==> config.mk <==
export PLATFORM = sky130hd
export DESIGN_NAME = dsp_int8_dual_accum
export DESIGN_NICKNAME = d
export VERILOG_FILES = /design/src/rtl/dsp_int8_dual_accum.sv
export SDC_FILE = /design/constraint.sdc
export NUM_CORES = 1
export LEC_CHECK = 0
export CAP_MARGIN = 0
export CORE_ASPECT_RATIO = 0.9
export CORE_MARGIN = 5
export CORE_UTILIZATION = 32
export CTS_CLUSTER_DIAMETER = 150
export CTS_CLUSTER_SIZE = 14
export DETAILED_ROUTE_END_ITERATION = 16
export PLACE_DENSITY = 0.49
export REMOVE_ABC_BUFFERS = 1
export SKIP_CTS_REPAIR_TIMING = 1
export SYNTH_ARGS = -nofsm -noshare
export SYNTH_HDL_FRONTEND = slang
export SYNTH_SLANG_ARGS = --single-unit
==> constraint.sdc <==
create_clock -name clk -period 4.4 [get_ports clk]
set_input_delay 1.32 -clock clk [delete_from_list [all_inputs] [get_ports clk]]
set_output_delay 1.32 -clock clk [all_outputs]
set_load 0.01 [all_outputs]
==> src/rtl/dsp_int8_dual_accum.sv <==
// dsp_int8_dual_accum: unpacks two int8 products from one packed word
// and accumulates each into its own saturating dot-product accumulator.
//
// Ports:
//   clk, rst_n            clock, async active-low reset
//   in_valid/in_ready     term handshake
//   in_p                  packed word, hi*2^SHIFT + lo (signed)
//   in_last               term closes the current vector
//   out_valid/out_ready   result handshake
//   out_acc_hi/lo         saturated sums of hi and lo products
//   out_len               terms in the result (saturating)
//   out_ovf               either accumulator saturated in this vector
module dsp_int8_dual_accum #(
  parameter int SHIFT  = 18,
  parameter int P_W    = 36,
  parameter int PROD_W = 16,
  parameter int ACC_W  = 32,
  parameter int LEN_W  = 16
) (
  input  logic                    clk,
  input  logic                    rst_n,
  input  logic                    in_valid,
  output logic                    in_ready,
  input  logic signed [P_W-1:0]   in_p,
  input  logic                    in_last,
  output logic                    out_valid,
  input  logic                    out_ready,
  output logic signed [ACC_W-1:0] out_acc_hi,
  output logic signed [ACC_W-1:0] out_acc_lo,
  output logic [LEN_W-1:0]        out_len,
  output logic                    out_ovf
);

  localparam int SUM_W = ACC_W + 1;

  logic signed [ACC_W-1:0] acc_hi;
  logic signed [ACC_W-1:0] acc_lo;
  logic [LEN_W-1:0]        len;
  logic                    ovf;

  logic signed [P_W-1:0]   borrow;
  logic signed [P_W-1:0]   hi_p;
  logic signed [SUM_W-1:0] hi_t;
  logic signed [SUM_W-1:0] lo_t;
  logic signed [SUM_W-1:0] sum_hi;
  logic signed [SUM_W-1:0] sum_lo;
  logic signed [ACC_W-1:0] nxt_hi;
  logic signed [ACC_W-1:0] nxt_lo;
  logic                    sat_hi;
  logic                    sat_lo;
  logic [LEN_W-1:0]        nxt_len;
  logic                    take;

  function automatic logic signed [ACC_W-1:0] clamp(
    input logic signed [SUM_W-1:0] x
  );
    if (x[SUM_W-1] != x[SUM_W-2])
      clamp = x[SUM_W-1] ? {1'b1, {(ACC_W-1){1'b0}}}
                         : {1'b0, {(ACC_W-1){1'b1}}};
    else
      clamp = x[ACC_W-1:0];
  endfunction

  // A negative lo field borrows one from the hi field when the two
  // products are summed into one word; adding lo's sign bit undoes it.
  assign borrow = {{(P_W-1){1'b0}}, in_p[PROD_W-1]};
  assign hi_p   = (in_p >>> SHIFT) + borrow;
  assign hi_t   = SUM_W'(hi_p);
  assign lo_t   = SUM_W'($signed(in_p[PROD_W-1:0]));

  assign sum_hi = SUM_W'(acc_hi) + hi_t;
  assign sum_lo = SUM_W'(acc_lo) + lo_t;
  assign sat_hi = sum_hi[SUM_W-1] != sum_hi[SUM_W-2];
  assign sat_lo = sum_lo[SUM_W-1] != sum_lo[SUM_W-2];
  assign nxt_hi = clamp(sum_hi);
  assign nxt_lo = clamp(sum_lo);

  assign nxt_len = (&len) ? len : len + LEN_W'(1);

  assign in_ready = ~out_valid | out_ready;
  assign take     = in_valid & in_ready;

  always_ff @(posedge clk or negedge rst_n) begin
    if (!rst_n) begin
      acc_hi     <= '0;
      acc_lo     <= '0;
      len        <= '0;
      ovf        <= 1'b0;
      out_valid  <= 1'b0;
      out_acc_hi <= '0;
      out_acc_lo <= '0;
      out_len    <= '0;
      out_ovf    <= 1'b0;
    end else begin
      if (out_valid & out_ready)
        out_valid <= 1'b0;
      if (take) begin
        if (in_last) begin
          // a new result may load on the same edge the old one drains
          out_valid  <= 1'b1;
          out_acc_hi <= nxt_hi;
          out_acc_lo <= nxt_lo;
          out_len    <= nxt_len;
          out_ovf    <= ovf | sat_hi | sat_lo;
          acc_hi     <= '0;
          acc_lo     <= '0;
          len        <= '0;
          ovf        <= 1'b0;
        end else begin
          acc_hi <= nxt_hi;
          acc_lo <= nxt_lo;
          len    <= nxt_len;
          ovf    <= ovf | sat_hi | sat_lo;
        end
      end
    end
  end

endmodule

# ---- After elaboration in Yosys (flattened, before gate mapping)
# Index checks and enable logic that the tools add are counted.
dict set report totals {
  regBits 163
  latchBits 0
  ram_bits 0
  rom_bits 0
  in_bits 41
  output_inout_bits 83
  wordCells 35
  mem_count 0
}
dict set report classes {
  add_sub_neg 4
  multipliers 0
  n_div 0
  magnitude_cmp 0
  eq_ne 2
  n_shift 0
  mux 12
  bitwise_logic 6
  reduce_logical 2
}
# op n
set ops {}
lappend ops {{two-way mux 32 bit} 6}
lappend ops {{adder 32 x 16 -> 33 bit} 1}
lappend ops {{adder 32 x 19 -> 33 bit} 1}
lappend ops {{two-way mux 16 bit} 2}
lappend ops {{adder 18 x 2 -> 19 bit} 1}
lappend ops {{adder 16 x 1 -> 16 bit, second input constant} 1}
lappend ops {{AND reduction 16 bit} 1}
lappend ops {{two-way mux 1 bit} 4}
lappend ops {{bitwise OR 1 bit} 3}
lappend ops {{bitwise AND 1 bit} 2}
lappend ops {{!= test 1 bit} 2}
lappend ops {{AND reduction 2 bit} 1}
lappend ops {{NOT 1 bit} 1}

# ---- Depth between registers and ports, before layout
# Gate-level depths: netlist of the first run.
dict set report depth {
  depth_word 6
  ltp_mapped 14
  mapped_depth_nobuf 11
}

# ---- Least setup slack after synthesis of the first run
# Ideal clock, no wire load.
dict set report synth_timing {
  path_type {input -> register}
  startpoint {input port in_p[15]}
  endpoint {register acc_hi[3]}
  setup_ps 126
  t_arrival_ps 3896
  required_time_ps 4274
  path_slack_ps 378
  cell_stages 13
  path_buffers 2
  path_cell_list {fa_1 > inv_1 > fa_1 > nor2b_1 > o31a_1 > o22a_1 > a21bo_2 > buf_2 > a31o_2 > o31ai_4 > buf_4 > nor2_1 > a221o_1}
}
dict set report synth_between {
  elab_chain_len 5
  word_cells_on_any_way 6
  cone_classes {add/sub: 2; eq/ne: 1; mux: 3}
}
# element line_no
set synth_rtl {}
lappend synth_rtl {{from (decl)} 24} ;# input logic signed [P_W-1:0] in_p,
lappend synth_rtl {{adder 18 x 2 -> 19 bit *} 67} ;# assign hi_p = (in_p >>> SHIFT) + borrow;
lappend synth_rtl {{adder 32 x 19 -> 33 bit *} 71} ;# assign sum_hi = SUM_W'(acc_hi) + hi_t;
lappend synth_rtl {{two-way mux 32 bit or != test 1 bit (tied branches)} {58, 57}}
lappend synth_rtl {{two-way mux 32 bit *} 57} ;# if (x[SUM_W-1] != x[SUM_W-2])
lappend synth_rtl {{two-way mux 32 bit *} 98} ;# if (in_last) begin
lappend synth_rtl {{to (signal assigned)} 110} ;# acc_hi <= nxt_hi;
lappend synth_rtl {{to (decl)} 36} ;# logic signed [ACC_W-1:0] acc_hi;
# Mark *: on every way between the ends. The rest lies on a longest branch, timed or not.
# A chain may end at the register's enable or synchronous reset.

# ---- Worst setup path in the final report of the first run
dict set report layout_timing {
  startpoint {input port in_p[15]}
  endpoint {register acc_hi[30]}
}
# Same word-level chain as after synthesis.

==> results of run 1 <==
[state kept, by name (all words and copies together), names as in the netlist]
name,flops
out_acc_lo,32
out_acc_hi,32
len,16
acc_lo,32
ovf,1
out_ovf,1
out_len,16
out_valid,1
acc_hi,32
[cells by family (layout without fill, tap and decap cells)]
family | after synthesis | count (layout) | share of synthesized area [%]
simple gates | 486 | 486 | 20.8
fa+ha+maj | 69 | 69 | 8.03
mux | 12 | 12 | 1.12
xor+xnor | 63 | 63 | 5.03
flops | 163 | 163 | 37.2
compound gates | 394 | 394 | 24.2
buf+inv | 92 | 375 | 3.70
[layout make-up]
class                   instances  area, um2
clock inverters                12        155
fillers                      3442      19200
well taps                     462        578
multi-input cells            1024       6520
flip-flops and latches        163       4080
clock buffers                  20        447
repair buffers                325       2920
inverters                      18       67.6
[path summary, 6_finish.rpt]
kind,from,endpoint,depth (start not counted)
min,out_len[10],out_len[10],2
min in group asynchronous,rst_n,acc_hi[6],1
max,in_p[15],acc_hi[30],14
max reg2reg,acc_hi[0],acc_hi[30],12
min reg2reg,out_len[10],out_len[10],2
max in group asynchronous,rst_n,out_len[1],2
[per-layer routing]
layer / track usage (%) / routed length, um / up-vias
li1: - / - / 5229
met5: 0 / 13 / -
met3: 3.73 / 1840 / 28
met4: 3.96 / 441 / 2
met1: 27.8 / 18000 / 5046
met2: 28.0 / 15100 / 195
[worst reg2reg max path, delay by kind of cell (launching register included)]
kind	cells	cell delay, ns
flops	1	0.40
buf+inv	2	0.23
compound gates	3	0.77
simple gates	5	1.05
fa+ha+maj	2	0.61
[synth_stat cells, drive strengths merged, types with 11 or more instances]
| cell type | n | share of area (%) |
|---|---|---|
| a211oi | 12 | 0.82 |
| a21o | 27 | 1.8 |
| a21oi | 131 | 6.3 |
| and3 | 13 | 0.74 |
| buf | 31 | 1.6 |
| clkbuf | 43 | 1.5 |
| dfrtp | 163 | 37 |
| ha | 64 | 7.3 |
| inv | 18 | 0.62 |
| nand2 | 149 | 5.1 |
| nand2b | 11 | 0.63 |
| nand3 | 78 | 3.6 |
| nand4 | 39 | 2.2 |
| nor2 | 130 | 4.5 |
| nor3 | 19 | 0.97 |
| o211ai | 26 | 1.8 |
| o21ai | 83 | 3.8 |
| o22a | 22 | 1.8 |
| xnor2 | 37 | 3.0 |
| xor2 | 26 | 2.1 |
[through the flow]
stage | hold slack (ns) | util, %
final | 0.475 | 43.5
after global routing | 0.510 | 43.5
after CTS | 0.485 | 43.4
after detailed placement | 0.470 | 41.6
after global placement | 0.461 | 41.6
after floorplan | 0.453 | -
[report_power, final]
group,total (mW),internal (mW),leakage [nW],switching [mW]
combinational,6.77,3.30,4.31,3.46
sequential,2.48,2.09,1.98,0.383
clock,1.59,0.911,0.290,0.675
total,10.8,6.31,6.58,4.52
==> flow_summary.toml, run 1 <==
[finish]
nNetsFinal = 1657
layout_common_cells = "189 x buf_4, 163 x dfrtp_1, 147 x nand2_1"
finalNonFillerCells = 2024
drive_gt1_share_pct = 18.0
final_common_cell = "buf_4"
num_antenna_cells = 0
final_area_um2 = 14800
area_growth_pct = 34.7

[clocking]
path_clk_slew_ns = 0.07
insertion_delay_ns = 0.44
cts_tree = "built"
h-tree-depth = 4
cts.sinks = 163
cts_buffer_depth = 2
clock-root-buffer = "clkbuf_16"
numCtsBuffers = 17

[power_and_ir_drop]
powerDensity_nw_per_um2 = 733
totalPowerFinal_mw = 10.8
vdd_drop_max_mv = 0.306
power_leakage_nw = 6.58

[global_routing]
grt_usage_pct = 18.7
antenna_found_initial = 1
grt-ovfl-total = 0
grt_max_degree = 79
grt_pass1_wl_um = 56700
grt_pass1_vias = 10327

[critical_path]
rrSetupSlack_ns = 1.24
critPathCaptureType = "register"
path_max_fanout = 4
critPathMaxStageDelay_ns = 0.52
cpLargestDelayFamily = "simple AND/OR/NAND/NOR gates"
cp_cell_sequence = "clkdlybuf4s50_1, buf_4, fa_1, inv_1, fa_1, nor2b_1, o31a_1, buf_4, o221a_2, or3b_2, nand2_1, nand3_1, and4bb_1, o221a_2"
critical_path_arrival_ns = 4.61
cp.required_ns = 4.73
critPathBufInv = 4
worst_path_max_delay_cell = "or3b_2"
timing_worst_setup_path_type = "in -> reg"
start_kind = "primary input"

[die]
core_area_um2 = 34000
floorplan.rows = 64
dieArea_um2 = 38100
io_pins = 124
die-height_um = 186
die-width_um = 205
initial_utilization_pct = 32.3

[route]
via_count = 10500
ant_nets = 0
post-route-drc-count = 0
wirelength_um = 35400
dr.pass1.iters = 5
drt_iter0_drc = 560
via_per_inst = 5.19
wire_per_inst_um = 17.5

[synth]
async_flop_share_pct = 100
ys_seq_area_share_pct = 37.2
yosysWarnings = 0
syn_area_um2 = 11000
synth_top_flop_cell = "dfrtp_1"
synth.distinct_cells = 86
synth_seq_cells = 163
synth_edf_count = 0
postSynthCellCount = 1279
syn_avg_cell_area_um2 = 8.58

[sta]
period_minus_slack_ns = 4.29
slew_headroom_pct = 43.9
fin_ws_ns = 0.115
tns_ns = 0
rsz0062_at_grt = "true"
final-max-slew-violation-count = 0
hold_viol = 0
tightestPinTransition_ns = 0.842
setup_viol = 0
timing.final.crit_share_pct = 97.4
clock_skew_ns = 0.0162
max_freq_mhz = 233

[placement]
dp_slack_ns = -0.434
place_area_um2 = 14100
port_buffers = 121
dp_hpwl_um = 26400
dp.cells = 1992
gp_congestion = 0.910

[flow_run]
cap_violations = 0

[outcome]
outcome = "completed"

[hold_path]
hold_class = "reg -> reg"
(Power assumes the default switching activity.)
==> inputs of run 2 (changes only) <==
Settings changed: CORE_UTILIZATION 32 to 62, PLACE_DENSITY 0.49 to 0.86, SLEW_MARGIN set to 20.
==> run 2 against run 1 <==
Net effect: global-route usage increased by 15 points; routed wire length down 5.8%; core utilization rose by 37 points; worst hold slack improved by 0.0057 ns; die area down 46%; sequential cell count is the same; sequential share of layout area increased by 1.2 points; clock skew is 0.0060 ns lower; power shrank 2.5%; clock-buffer cell count decreased by 2; clock power down 9%; critical path type unchanged; largest power group unchanged.
==> flow_summary.toml, run 2 (same netlist as run 1, synthesis figures left out) <==
[finish]
final_area_um2 = 14100
drive_gt1_share_pct = 16.4
layout_common_cells = "166 x buf_4, 163 x dfrtp_1, 147 x nand2_1"
nNetsFinal = 1627
area_growth_pct = 28.9
final_common_cell = "buf_4"
num_antenna_cells = 0

[clocking]
cts_tree = "built"
cts_buffer_depth = 2
path_clk_slew_ns = 0.07
insertion_delay_ns = 0.44
cts.sinks = 163
numCtsBuffers = 17
clock-root-buffer = "clkbuf_16"
h-tree-depth = 4

[critical_path]
start_kind = "primary input"
timing_worst_setup_path_type = "in -> reg"
worst_path_max_delay_cell = "fa_1"
path_max_fanout = 8
critPathCaptureType = "register"
cp_common_cell = "fa_1"
critPathMaxStageDelay_ns = 0.45
cp.required_ns = 4.70
cp_cell_sequence = "clkdlybuf4s50_1, fa_1, inv_1, fa_1, nor2b_1, o31a_1, o22a_1, a21bo_2, a31o_2, o31ai_4, or2_0, buf_4, o221ai_1"
critical_path_arrival_ns = 4.53

[route]
wirelength_um = 33300
post-route-drc-count = 0
drt_iter0_drc = 1008
via_count = 11105
via_per_inst = 6.27
dr.pass1.iters = 5
ant_nets = 0
wire_per_inst_um = 18.8

[power_and_ir_drop]
totalPowerFinal_mw = 10.6
vdd_drop_max_mv = 0.415
power_leakage_nw = 6.38
powerDensity_nw_per_um2 = 747

[sta]
rsz0062_at_grt = "false"
slew_headroom_pct = 39.5
period_minus_slack_ns = 4.23
clock_skew_ns = 0.0102
hold_viol = 0
timing.final.crit_share_pct = 96.1
tightestPinTransition_ns = 0.908
tns_ns = 0
max_freq_mhz = 237
final-max-slew-violation-count = 0
setup_viol = 0

[global_routing]
grt_max_degree = 96
antenna_found_initial = 0
grt_usage_pct = 33.4
grt_pass1_vias = 10878
grt-ovfl-total = 0
grt_pass1_wl_um = 54900

[die]
floorplan.rows = 46
die-height_um = 136
die-width_um = 150
io_pins = 124
core_area_um2 = 17500
initial_utilization_pct = 62.7
dieArea_um2 = 20500

[flow_run]
cap_violations = 0

[placement]
dp_hpwl_um = 24600
port_buffers = 121
gp_congestion = 0.994
place_area_um2 = 13600

[hold_path]
hold_class = "reg -> reg"

[outcome]
outcome = "completed"
## run 2: layer usage
metal	part of all wire (%)	up-vias	GRT usage [%]	routed length, um
met4	2.9	0	11.9	961
met5	0	-	0	0
met2	45	507	52.0	15100
li1	-	5176	-	-
met3	8.6	93	7.03	2850
met1	43	5329	46.5	14400
## run 2: worst paths after layout
check	startpoint	to	slack (ns)	cells past startpoint
worst min register to register	out_len[10]	out_len[10]	0.48	2
max in group asynchronous	rst_n	out_len[0]	2.54	2
worst max-delay path	in_p[18]	acc_hi[1]	0.17	13
worst min-delay path	out_len[10]	out_len[10]	0.48	2
worst max register to register	acc_hi[0]	acc_hi[1]	1.12	12
min in group asynchronous	rst_n	out_acc_hi[6]	0.96	1
## run 2: area by class of cell
| type | instances | area, um2 |
|---|---|---|
| fill | 1198 | 3360 |
| clock buffer | 18 | 439 |
| timing repair buffer | 295 | 2620 |
| tap | 240 | 300 |
| sequential | 163 | 4080 |
| inverter | 18 | 67.6 |
| clock inverter | 14 | 119 |
| multi-input combinational | 1024 | 6510 |
## run 2: report_power, final
group,switching [mW],internal (mW),leakage [nW],total [mW]
registers,0.402,2.09,1.98,2.50
clock network,0.689,0.754,0.264,1.44
logic,3.48,3.14,4.13,6.62
total,4.57,5.98,6.38,10.6
## run 2: through the flow
| step | cells | hold slack, ns | utilization [%] | worst slack, ns |
|---|---|---|---|---|
| finish | 1772 | 0.481 | 80.8 | 0.173 |
| global route | 1772 | 0.514 | 80.8 | 0.0804 |
| CTS | 1771 | 0.484 | 80.6 | -0.113 |
| detailed placement | 1739 | 0.468 | 77.5 | -0.424 |
| global placement | 1739 | 0.462 | 77.5 | -0.350 |
| floorplan | 1205 | 0.453 | - | -0.514 |
## run 2: worst max-delay path, delay by kind of cell
family	cells	cell delay (ns)
buf+inv	3	0.74
fa+ha+maj	2	0.66
compound gates	6	1.48
simple gates	2	0.31
==> inputs of run 3 (changes only) <==
Settings changed: CORE_UTILIZATION 62 to 64, CTS_BUF_LIST set to sky130_fd_sc_hd__clkbuf_8, HOLD_SLACK_MARGIN set to 0.05, PLACE_DENSITY 0.86 to 0.88.
==> run 3 against run 2 <==
Net effect: first-iteration DRC count grew 3.4%; sequential cell count is the same; clock skew grew 0.0069 ns; worst setup slack gained 0.040 ns; combinational power grew 2%; routed wire length grew 2.0%; clock power shrank 21%; die area shrank 2.9%; cell area shrank 0.84%; critical path type unchanged; global-route usage grew 0.98 points; largest cell class unchanged.
==> flow_summary.toml, run 3 (same netlist as run 1, synthesis figures left out) <==
[outcome]
outcome = "completed"

[sta]
fin_ws_ns = 0.213
final-max-slew-violation-count = 0
hold_slack_ns = 0.489
slew_headroom_pct = 27.4
hold_viol = 0
max_freq_mhz = 239
rsz0062_at_grt = "false"
timing.final.crit_share_pct = 95.2
tightestPinTransition_ns = 1.08
tns_ns = 0
setup_viol = 0
clock_skew_ns = 0.0172
period_minus_slack_ns = 4.19

[route]
via_count = 11255
via_per_inst = 6.42
ant_nets = 0
drt_iter0_drc = 1042
wire_per_inst_um = 19.4
wirelength_um = 34000
dr.pass1.iters = 5
post-route-drc-count = 0

[global_routing]
antenna_found_initial = 0
grt_pass1_vias = 10862
grt-ovfl-total = 0
grt_max_degree = 77
grt_usage_pct = 34.4
grt_pass1_wl_um = 55600

[placement]
port_buffers = 121
gp_congestion = 0.976
dp_slack_ns = -0.393
dp_hpwl_um = 25500

[flow_run]
cap_violations = 0

[clocking]
cts.sinks = 163
h-tree-depth = 4
numCtsBuffers = 17
insertion_delay_ns = 0.48
cts_tree = "built"
path_clk_slew_ns = 0.11
cts_buffer_depth = 2
clock-root-buffer = "clkbuf_8"

[die]
initial_utilization_pct = 65.2
die-width_um = 148
floorplan.rows = 45
io_pins = 124
core_area_um2 = 16800
dieArea_um2 = 19900
die-height_um = 134

[finish]
post-route-util_pct = 83.3
nFillCells = 1081
area_growth_pct = 27.8
multiInputGateArea_um2 = 6500
final_common_cell = "buf_4"
drive_gt1_share_pct = 16.8
nNetsFinal = 1637
regArea_um2 = 4080
num_antenna_cells = 0
layout_common_cells = "175 x buf_4, 163 x dfrtp_1, 147 x nand2_1"

[critical_path]
critical_path_arrival_ns = 4.55
timing_worst_setup_path_type = "in -> reg"
path_max_fanout = 14
critPathCaptureType = "register"
cp.required_ns = 4.76
start_kind = "primary input"

[power_and_ir_drop]
totalPowerFinal_mw = 10.4
power_leakage_nw = 6.35
powerDensity_nw_per_um2 = 739
vdd_drop_max_mv = 0.523

[hold_path]
hold_class = "reg -> reg"
-- run 3: changes by cell type in the layout (fill, tap and decap cells not counted), moves of 3 or more --
cell	change
clkbuf_16	-17
buf_4	+9
inv_8	+3
clkbuf_8	+16
-- run 3: cell type report --
cell class,count,area share (%)
multi-input cells,1024,46.4
inverters,18,0.482
clock inverters,15,1.17
repair buffers,305,19.3
flip-flops and latches,163,29.1
well taps,211,1.88
clock buffers,17,1.67
-- run 3: power by group --
part           internal (mW)  switching (mW)
Sequential              2.09           0.409
Combinational           3.20            3.52
Clock                  0.474           0.668
Total                   5.76            4.59
-- run 3: per-layer routing --
metal / GRT usage, % / share of wire, %
met4: 9.90 / 2.4
met5: 0 / 0
met2: 53.8 / 45
met3: 7.64 / 8.9
met1: 48.5 / 43
-- run 3: worst paths after layout --
kind	from	to	slack, ns	cells after the start
max in group asynchronous	rst_n	out_acc_lo[17]	2.71	2
worst max-delay path	in_p[35]	out_acc_hi[2]	0.21	14
worst min register to register	out_len[8]	out_len[8]	0.49	2
min in group asynchronous	rst_n	out_acc_hi[9]	0.85	1
worst max register to register	acc_hi[0]	acc_hi[29]	1.24	10
worst min-delay path	out_len[8]	out_len[8]	0.49	2
-- run 3: per-stage QoR --
stage / area, um2 / instances
3_3_place_gp: 13600 / 1721
6_report: 14000 / 1753
3_5_place_dp: 13600 / 1721
4_1_cts: 14000 / 1753
2_1_floorplan: 10600 / 1205
5_1_grt: 14000 / 1753
-- run 3: critical path: stages --
cell             delay, ns
clkdlybuf4s50_1       0.41
buf_4                 0.19
ha_1                  0.36
a21oi_1               0.22
o21ai_0               0.14
a2111oi_1             0.49
buf_4                 0.20
o31ai_1               0.11
a31o_2                0.28
o31ai_4               0.25
buf_4                 0.19
buf_12                0.14
nor2_1                0.06
o22a_1                0.18
